<file path="src/rtl/sub_seq_64.sv">
// sub_seq_64: sequential multi-cycle subtractor, diff = a - b - bin.
// One SLICE-bit subtract per cycle with the borrow carried in a register
// between slices; N = WIDTH/SLICE slice cycles per operation.
//
// Ports:
//   clk, rst               clock; synchronous active-high reset
//   in_valid, in_ready     operand handshake (a, b, bin)
//   a, b, bin              minuend, subtrahend, borrow in
//   out_valid, out_ready   result handshake
//   diff                   a - b - bin (mod 2^WIDTH, or saturated)
//   bout                   final borrow (unsigned result negative)
//   zero                   diff == 0
//   ovf                    two's-complement signed overflow
//
// Optional feature macro: SUB_SEQ_SAT_EN -- when defined, a final borrow of 1
// saturates diff to 0 (zero = 1); bout and ovf still reflect the true result.
module sub_seq_64 #(
  parameter int unsigned WIDTH = 64,
  parameter int unsigned SLICE = 16
) (
  input  logic             clk,
  input  logic             rst,
  input  logic             in_valid,
  output logic             in_ready,
  input  logic [WIDTH-1:0] a,
  input  logic [WIDTH-1:0] b,
  input  logic             bin,
  output logic             out_valid,
  input  logic             out_ready,
  output logic [WIDTH-1:0] diff,
  output logic             bout,
  output logic             zero,
  output logic             ovf
);

  localparam int unsigned N  = WIDTH / SLICE;
  localparam int unsigned CW = (N > 1) ? $clog2(N) : 1;

  typedef enum logic [1:0] {IDLE, RUN, DONE} state_t;

  state_t state, state_nx;

  // Operands and result held as N slices so the active slice is a plain index.
  logic [N-1:0][SLICE-1:0] a_r, b_r, work, work_nx;
  logic                    borrow, borrow_nx;
  logic [CW-1:0]           k;
  logic [SLICE:0]          sum;
  logic                    last;
  logic                    sat;
  logic [WIDTH-1:0]        res_nx;
  logic                    ovf_nx;

  // Slice datapath: a + ~b + ~borrow; the carry out is the inverted borrow.
  always_comb begin
    sum       = {1'b0, a_r[k]} + {1'b0, ~b_r[k]} + {{SLICE{1'b0}}, ~borrow};
    work_nx   = work;
    work_nx[k] = sum[SLICE-1:0];
    borrow_nx = ~sum[SLICE];
    last      = (k == CW'(N - 1));
`ifdef SUB_SEQ_SAT_EN
    sat       = borrow_nx;
`else
    sat       = 1'b0;
`endif
    res_nx    = sat ? '0 : work_nx;
    // Overflow always judged on the unsaturated result.
    ovf_nx    = (a_r[N-1][SLICE-1] != b_r[N-1][SLICE-1]) &
                (work_nx[N-1][SLICE-1] != a_r[N-1][SLICE-1]);
  end

  always_comb begin
    state_nx = state;
    case (state)
      IDLE:    if (in_valid) state_nx = RUN;
      RUN:     if (last) state_nx = DONE;
      DONE:    if (out_ready) state_nx = IDLE;
      default: state_nx = IDLE;
    endcase
  end

  assign in_ready = (state == IDLE) & ~rst;

  always_ff @(posedge clk) begin
    if (rst) begin
      state     <= IDLE;
      a_r       <= '0;
      b_r       <= '0;
      work      <= '0;
      borrow    <= 1'b0;
      k         <= '0;
      out_valid <= 1'b0;
      diff      <= '0;
      bout      <= 1'b0;
      zero      <= 1'b0;
      ovf       <= 1'b0;
    end else begin
      state <= state_nx;
      case (state)
        IDLE: begin
          if (in_valid) begin
            a_r    <= a;
            b_r    <= b;
            borrow <= bin;
            k      <= '0;
          end
        end
        RUN: begin
          work   <= work_nx;
          borrow <= borrow_nx;
          k      <= k + 1'b1;
          // Results load from the final slice's combinational values so they
          // appear on the same edge that enters DONE.
          if (last) begin
            out_valid <= 1'b1;
            diff      <= res_nx;
            bout      <= borrow_nx;
            zero      <= (res_nx == '0);
            ovf       <= ovf_nx;
          end
        end
        DONE: begin
          if (out_ready) out_valid <= 1'b0;
        end
        default: ;
      endcase
    end
  end

endmodule
</file>
<file path="config.mk">
export PLATFORM = sky130hd
export DESIGN_NAME = sub_seq_64
export DESIGN_NICKNAME = d
export VERILOG_FILES = /design/src/rtl/sub_seq_64.sv
export SDC_FILE = /design/constraint.sdc
export NUM_CORES = 1
export LEC_CHECK = 0
export BUFFER_PORTS_ARGS = -buffer_cell sky130_fd_sc_hd__buf_2
export CAP_MARGIN = 25
export CORE_ASPECT_RATIO = 1.25
export CORE_MARGIN = 10
export CORE_UTILIZATION = 60
export DETAILED_ROUTE_END_ITERATION = 8
export PLACE_DENSITY = 0.85
export REMOVE_ABC_BUFFERS = 1
export SLEW_MARGIN = 15
export SYNTH_ARGS = -nofsm -noshare
export SYNTH_HDL_FRONTEND = slang
export SYNTH_SLANG_ARGS = --single-unit
</file>
<file path="constraint.sdc">
create_clock -name clk -period 11.06 [get_ports clk]
set_clock_uncertainty 0.05 [all_clocks]
set_input_delay 0.553 -clock clk [delete_from_list [all_inputs] [get_ports clk]]
set_output_delay 0.553 -clock clk [all_outputs]
set_load 0.01 [all_outputs]
</file>
# Yosys cells after proc, flatten, opt, wreduce, memory -nomap -nowiden
# Cells that the tools add are included.
dict set report word_totals {
  output_inout_bits 69
  input_bits 133
  ff_bits 265
}
dict set report op_classes {
  n_eq_ne 8
  n_addsub 3
  order_cmp 2
  muxes 18
  n_bitwise 6
  n_reduce_logical 10
}
# cell count
set ops {}
lappend ops {{binary-select mux 16 bit (select 2 bit)} 2}
lappend ops {{bitwise mux 64 bit} 1}
lappend ops {{logical NOT 64 bit} 1}
lappend ops {{two-way mux 16 bit} 3}
lappend ops {{demux 16 bit (select 2 bit)} 1}
lappend ops {{adder 16 x 16 -> 17 bit} 1}
lappend ops {{adder 17 x 1 -> 17 bit} 1}
lappend ops {{inverter 16 bit} 1}
lappend ops {{two-way mux 2 bit} 4}
lappend ops {{!= test 2 bit (second input constant)} 3}
lappend ops {{one-hot mux 2 bit (3 select lines)} 1}
lappend ops {{AND reduction 2 bit} 3}
lappend ops {{AND reduction 3 bit} 2}
lappend ops {{equality test 2 bit (second input constant)} 2}
lappend ops {{one-hot mux 1 bit (2 select lines)} 2}
lappend ops {{one-hot mux 2 bit (2 select lines)} 1}
lappend ops {{nonzero test 2 bit} 2}
lappend ops {{< comparator 2 x 3 -> 1 bit (second input constant)} 1}
lappend ops {{two-way mux 1 bit} 3}
lappend ops {{inverter 1 bit} 3}
lappend ops {{adder 2 x 1 -> 2 bit (second input constant)} 1}
lappend ops {{bitwise AND 1 bit} 2}
lappend ops {{equality test 2 x 1 -> 1 bit (second input constant)} 1}
lappend ops {{>= comparator 2 x 1 -> 1 bit (second input constant)} 1}
lappend ops {{3 further kinds} 4}

# Longest topological paths before layout
dict set report logic_depth {
  depth_word 8
  ltp_mapped 16
  mapped_depth_nobuf 13
}

# Worst setup path before layout
# Ideal clock, no wire load.
dict set report synth_path {
  path_kind {register to register}
  startpoint {register k[0]}
  endpoint {register zero}
  t_required_ps 10926
  setup_slack_ps 6443
  setup_time_ps 84
  arrival_time_ps 4483
  path_stages_with_launch 15
  synth_period_minus_slack_ps 4617
  cell_sequence {dfxtp_1 clkbuf_1 buf_1 mux4_2 fa_1 fa_1 clkbuf_1 o32a_1 a2111oi_0 nand3_1 a311oi_1 o211ai_1 nor4_1 nand4_1 o31ai_2}
}
dict set report synth_between {
  elab_chain_cells 7
  word_cells_on_any_way 16
}
# element line_no
set synth_lines {}
lappend synth_lines {{start, declared} 46} ;# logic [CW-1:0] k;
lappend synth_lines {{start signal, assigned} 110} ;# k <= k + 1'b1;
lappend synth_lines {{binary-select mux 16 bit (select 2 bit)} 55} ;# sum = {1'b0, a_r[k]} + {1'b0, ~b_r[k]} + {{SLICE{1'b0}}, ~borrow};
lappend synth_lines {{two-way mux 16 bit (not written as such)} 55}
lappend synth_lines {{inverter 16 bit} 55}
lappend synth_lines {{adder 16 x 16 -> 17 bit} 55}
lappend synth_lines {{adder 17 x 1 -> 17 bit} 55}
lappend synth_lines {{bitwise mux 64 bit} 57} ;# work_nx[k] = sum[SLICE-1:0];
lappend synth_lines {{logical NOT 64 bit} 117} ;# zero <= (res_nx == '0);
lappend synth_lines {{end signal, assigned} 117}
lappend synth_lines {{end, declared} 32} ;# output logic zero,
# Several ways; a longest one is shown, not always the timed one. The select of a mux whose other input is x is not followed.
# A chain may end at the register's enable or synchronous reset.

# Final worst setup path
# Ends and elaborated chain as after synthesis.

==> metrics.md <==
| Metric | Value |
|---|---|
| Status | complete, no violations |
| Cell area after synthesis | between 0.01 and 0.015 mm^2 |
| Worst path top cell family by delay | compound AO/OA/AOI/OAI gates |
| Kind of capture point of the worst setup path | flip-flop |
| Max Fclk | about 200 MHz |
| Clock buffer depth | 3 |
| Final count of negative-setup-slack endpoints | 0 |
| Worst reg2reg startpoint | k[0] |
| Post-route setup TNS | 0 ps |
| Core box area | ~0.019 mm^2 |
| Final max-slew violation count | 0 |
| Number of maximum-capacitance violations | 0 |
| First-pass GRT wire length | roughly 48 mm |
| Starting Density | about three fifths |
| Cell with the largest stage delay on the worst path | sky130_fd_sc_hd__mux4_2 |
| Post-detailed-placement half-perimeter wirelength | between 20 and 25 mm |
| Required time of the worst setup path | ~11,000 ps |
| End point of the most critical hold path | a_r[18] |
| Gate power share | 19.9% |
| FF-to-FF path depth | 13 |
| Height of the die | ~180 um |
| Cell seen most often among critical-path stages | sky130_fd_sc_hd__fa_1 |
| Die width | 144.1 um |
| Final routed wirelength across all metal layers | about 30 mm |
| Maximum number of pins on one net before global-route repair | 114 |
| Number of synthesized flops with an enable pin | 0 |
| Post-synth top area share | between 40% and 50% |
| Non-filler instance count after layout | approximately 1,800 |
| Top cell types by occurrence after synthesis | sky130_fd_sc_hd__nand2_1, sky130_fd_sc_hd__dfxtp_1, sky130_fd_sc_hd__a21oi_1, sky130_fd_sc_hd__clkbuf_1, sky130_fd_sc_hd__nor2_1 |
| Sequential Power Share | between 40% and 50% |
| Portion of total power attributed to the clock network | 36.9% |
| Cell types with the largest area share after synthesis | sky130_fd_sc_hd__dfxtp_1, sky130_fd_sc_hd__nand2_1, sky130_fd_sc_hd__a21oi_1 |
| Util after Layout | about 70% |
| Avg Cell Area, Syn | roughly 8.3 um^2 |
| Antenna violations before repair | 1 |
| Pleak | around 5.3 nW |
| CTS Root Buffer Type | sky130_fd_sc_hd__clkbuf_16 |
| Register clock-pin slew on the reported worst setup and hold paths | around 70 ps |
| WS Path Type | flip-flop to flip-flop |
| Num CTS Buffers | 24 |
| IR drop worst, VDD | roughly 0.11 mV |
| Power density of the placed cells | 174.0 mW/mm^2 |
| Number of resized instances in the post-cts repair step | 0 |
| Syn Inst Count | approximately 1,400 |
| Sw Share | 28.45% |
| Worst slew pin tran | 1001 ps |
| Post-synthesis register bit count | about 260 |
| Number of unique standard cell types used by synthesis | 64 |
| All-Layer GR Usage | 23.02% |
| Sinks on Clock Net | about 260 |
| Number of warnings issued by yosys | 0 |
| Longest individual stage delay on the worst path | around 590 ps |
| Clock tree from TritonCTS | done |
| Fraction of the cycle the final worst path needs | between 40% and 50% |
| Switching power | 0.6641 mW |
| Layout filler cell count | between 1,000 and 1,500 |
| Number of H-tree levels | 1 |
| Worst Setup Start Kind | flip-flop |
| Total via count after detailed routing | 10,220 |
| Commonest register cell after synthesis | sky130_fd_sc_hd__dfxtp_1 |
| Global route overflow | 0 |
| DR vias/cell | ~5.8 |
| Iteration-0 DRC Markers | roughly 810 |
| Port-buffer cells | roughly 200 |
| DRC violation count after routing | 0 |
| Number of search-and-repair iterations in the first detailed-routing pass | 5 |
| Flop-to-flop setup slack | between 6000 and 7000 ps |
| Instance count along the most critical hold path | 3 |
| Async SR Flop Fraction | 0% |
| Routability Congestion | ~0.89 |
| Vias in the first global route | 10,090 |
| Critical-path maximum fanout | 26 |
| Smallest setup slack after layout | 6138 ps |
| End of the worst register-to-register path | zero |
| Arrival time reported for the critical path endpoint | about 5300 ps |
| Final #Nets | 1,681 |
| Library cell with the highest instance count after synthesis | sky130_fd_sc_hd__nand2_1 |
| I/O Pins | 202 |
| Die outline area | 0.02522 mm^2 |
| Post-synthesis sequential area ratio | between 40% and 50% |
| Hold Fails Final Rpt | 0 |
| Buffer and inverter count on the worst path | 1 |
| Worst slew margin relative to its limit | roughly a third |
| # Post-CTS Setup Buffers | 0 |
| Clk Latency, worst-skew pair | between 500 and 600 ps |
| Unrepaired setup endpoints after global routing | false |
| Core Rows | between 50 and 60 |
| Internal power consumption | about 1.7 mW |
| Number of nets with antenna violations after detailed routing | 0 |
| Minimum period implied by the final worst setup slack | 4922 ps |
| Layout overhead on the synthesized area | 16.24% |
| List of cells traversed by the critical path | buf_4, mux4_2, fa_1, fa_1, a211oi_1, o21ai_0, a31oi_1, nor3_1, nor2_1, xnor2_1, nor4b_1, o211ai_1, o31ai_2 |
| Layout cell share with drive strength beyond 1 | slightly below 20% |
| Worst hold slack | 217.5 ps |
| Post-DR wirelength/cell | 16.95 um |
| Inst Count DP | 1,732 |
| Kind of path behind the tightest hold check | input pin to flip-flop |
| Worst min-delay path startpoint | a[18] |
| Hold buffer count at CTS | 0 |
| Cell taking the most area after synthesis | sky130_fd_sc_hd__dfxtp_1 |
| Post-Place Setup Slack | around 6200 ps |
registers in the layout (all words and copies together), names as in the netlist:
name and cells:
ovf 1, work 61, borrow 1, diff 64, k 2, state 2
out_valid 1, bout 1, zero 1, a_r 64, b_r 64
cells in the final DEF (no fill, tap or decap), drive strengths merged, types with 4 or more instances in the layout:
| cell | netlist | routed |
|---|---|---|
| o21ai | 16 | 16 |
| inv | 25 | 25 |
| dfxtp | 262 | 262 |
| nand2b | 5 | 5 |
| nor2b | 4 | 4 |
| mux4 | 32 | 32 |
| nand2 | 407 | 407 |
| nor4 | 11 | 11 |
| ha | 19 | 19 |
| a21o | 7 | 7 |
| a21oi | 223 | 223 |
| clkinv | 0 | 4 |
| xnor2 | 11 | 11 |
| nor3 | 9 | 9 |
| a211oi | 54 | 54 |
| mux2i | 43 | 43 |
| or3 | 4 | 4 |
| clkbuf | 98 | 37 |
| nand3 | 4 | 4 |
| nor2 | 76 | 76 |
| and2 | 8 | 8 |
| o211ai | 6 | 6 |
| buf | 13 | 217 |
per-stage QoR:
step / power [mW] / instance area [um^2]
floorplan: 1.334 / 11110
global placement: 1.466 / 12550
detailed placement: 1.485 / 12550
CTS: 2.336 / 13390
global route: 2.429 / 13420
finish: 2.334 / 13420
worst reg2reg max path: cells and delay by family (launching register included):
kind / cells / cell delay, ps
xor+xnor: 1 / 290
simple gates: 3 / 630
fa+ha+maj: 2 / 910
mux: 1 / 620
compound gates: 5 / 1310
flops: 1 / 510
buf+inv: 1 / 520
final cells by class:
cell class	instances	area (um^2)	area share, %
multi-input combinational	996	5788	43.14
antenna	1	2.502	0.01865
clock inverter	6	83.83	0.6249
sequential	262	5248	39.12
clock buffer	36	747.0	5.568
inverter	25	93.84	0.6995
timing repair buffer	218	1162	8.664
tap	232	290.3	2.164
kinds of logic after synthesis:
| kind of cell | after synthesis | synth area share [%] |
|---|---|---|
| AOI/OAI and AO/OA | 339 | 17.32 |
| and+or+nand+nor | 548 | 19.33 |
| DFF | 262 | 45.45 |
| xor gates and xnor gates | 12 | 0.9107 |
| buffers and inverters | 136 | 4.510 |
| muxes | 76 | 10.07 |
| adders and majority gates | 21 | 2.407 |
worst max-delay path by stage:
stage / start / endpoint / slack [ps] / depth (start not counted)
finish: k[0] / zero / 6140 / 13
global route: k[0] / zero / 5760 / 13
CTS: k[0] / zero / 6120 / 13
detailed placement: k[0] / zero / 6190 / 13
global placement: k[0] / zero / 6350 / 12
floorplan: k[0] / diff[50] / 5530 / 4
layer usage:
layer	part of all wire (%)	GRT usage, %	wire length (um)	vias up
li1	-	-	-	5039
met2	49	38.79	14890	397
met3	6.6	3.120	1985	83
met4	4.1	10.66	1241	0
met5	0	0	0	-
met1	40	28.31	11990	4705
power by group through the flow:
| stage | Clock, mW | Sequential, mW | Combinational [mW] |
|---|---|---|---|
| after CTS | 0.869 | 1.01 | 0.458 |
| final | 0.861 | 1.01 | 0.464 |
| after detailed placement | 0 | 1.03 | 0.455 |
| after global placement | 0 | 1.03 | 0.438 |
| after floorplan | 0 | 1.03 | 0.307 |
| after global routing | 0.908 | 1.01 | 0.507 |
(Power assumes the default switching activity.)
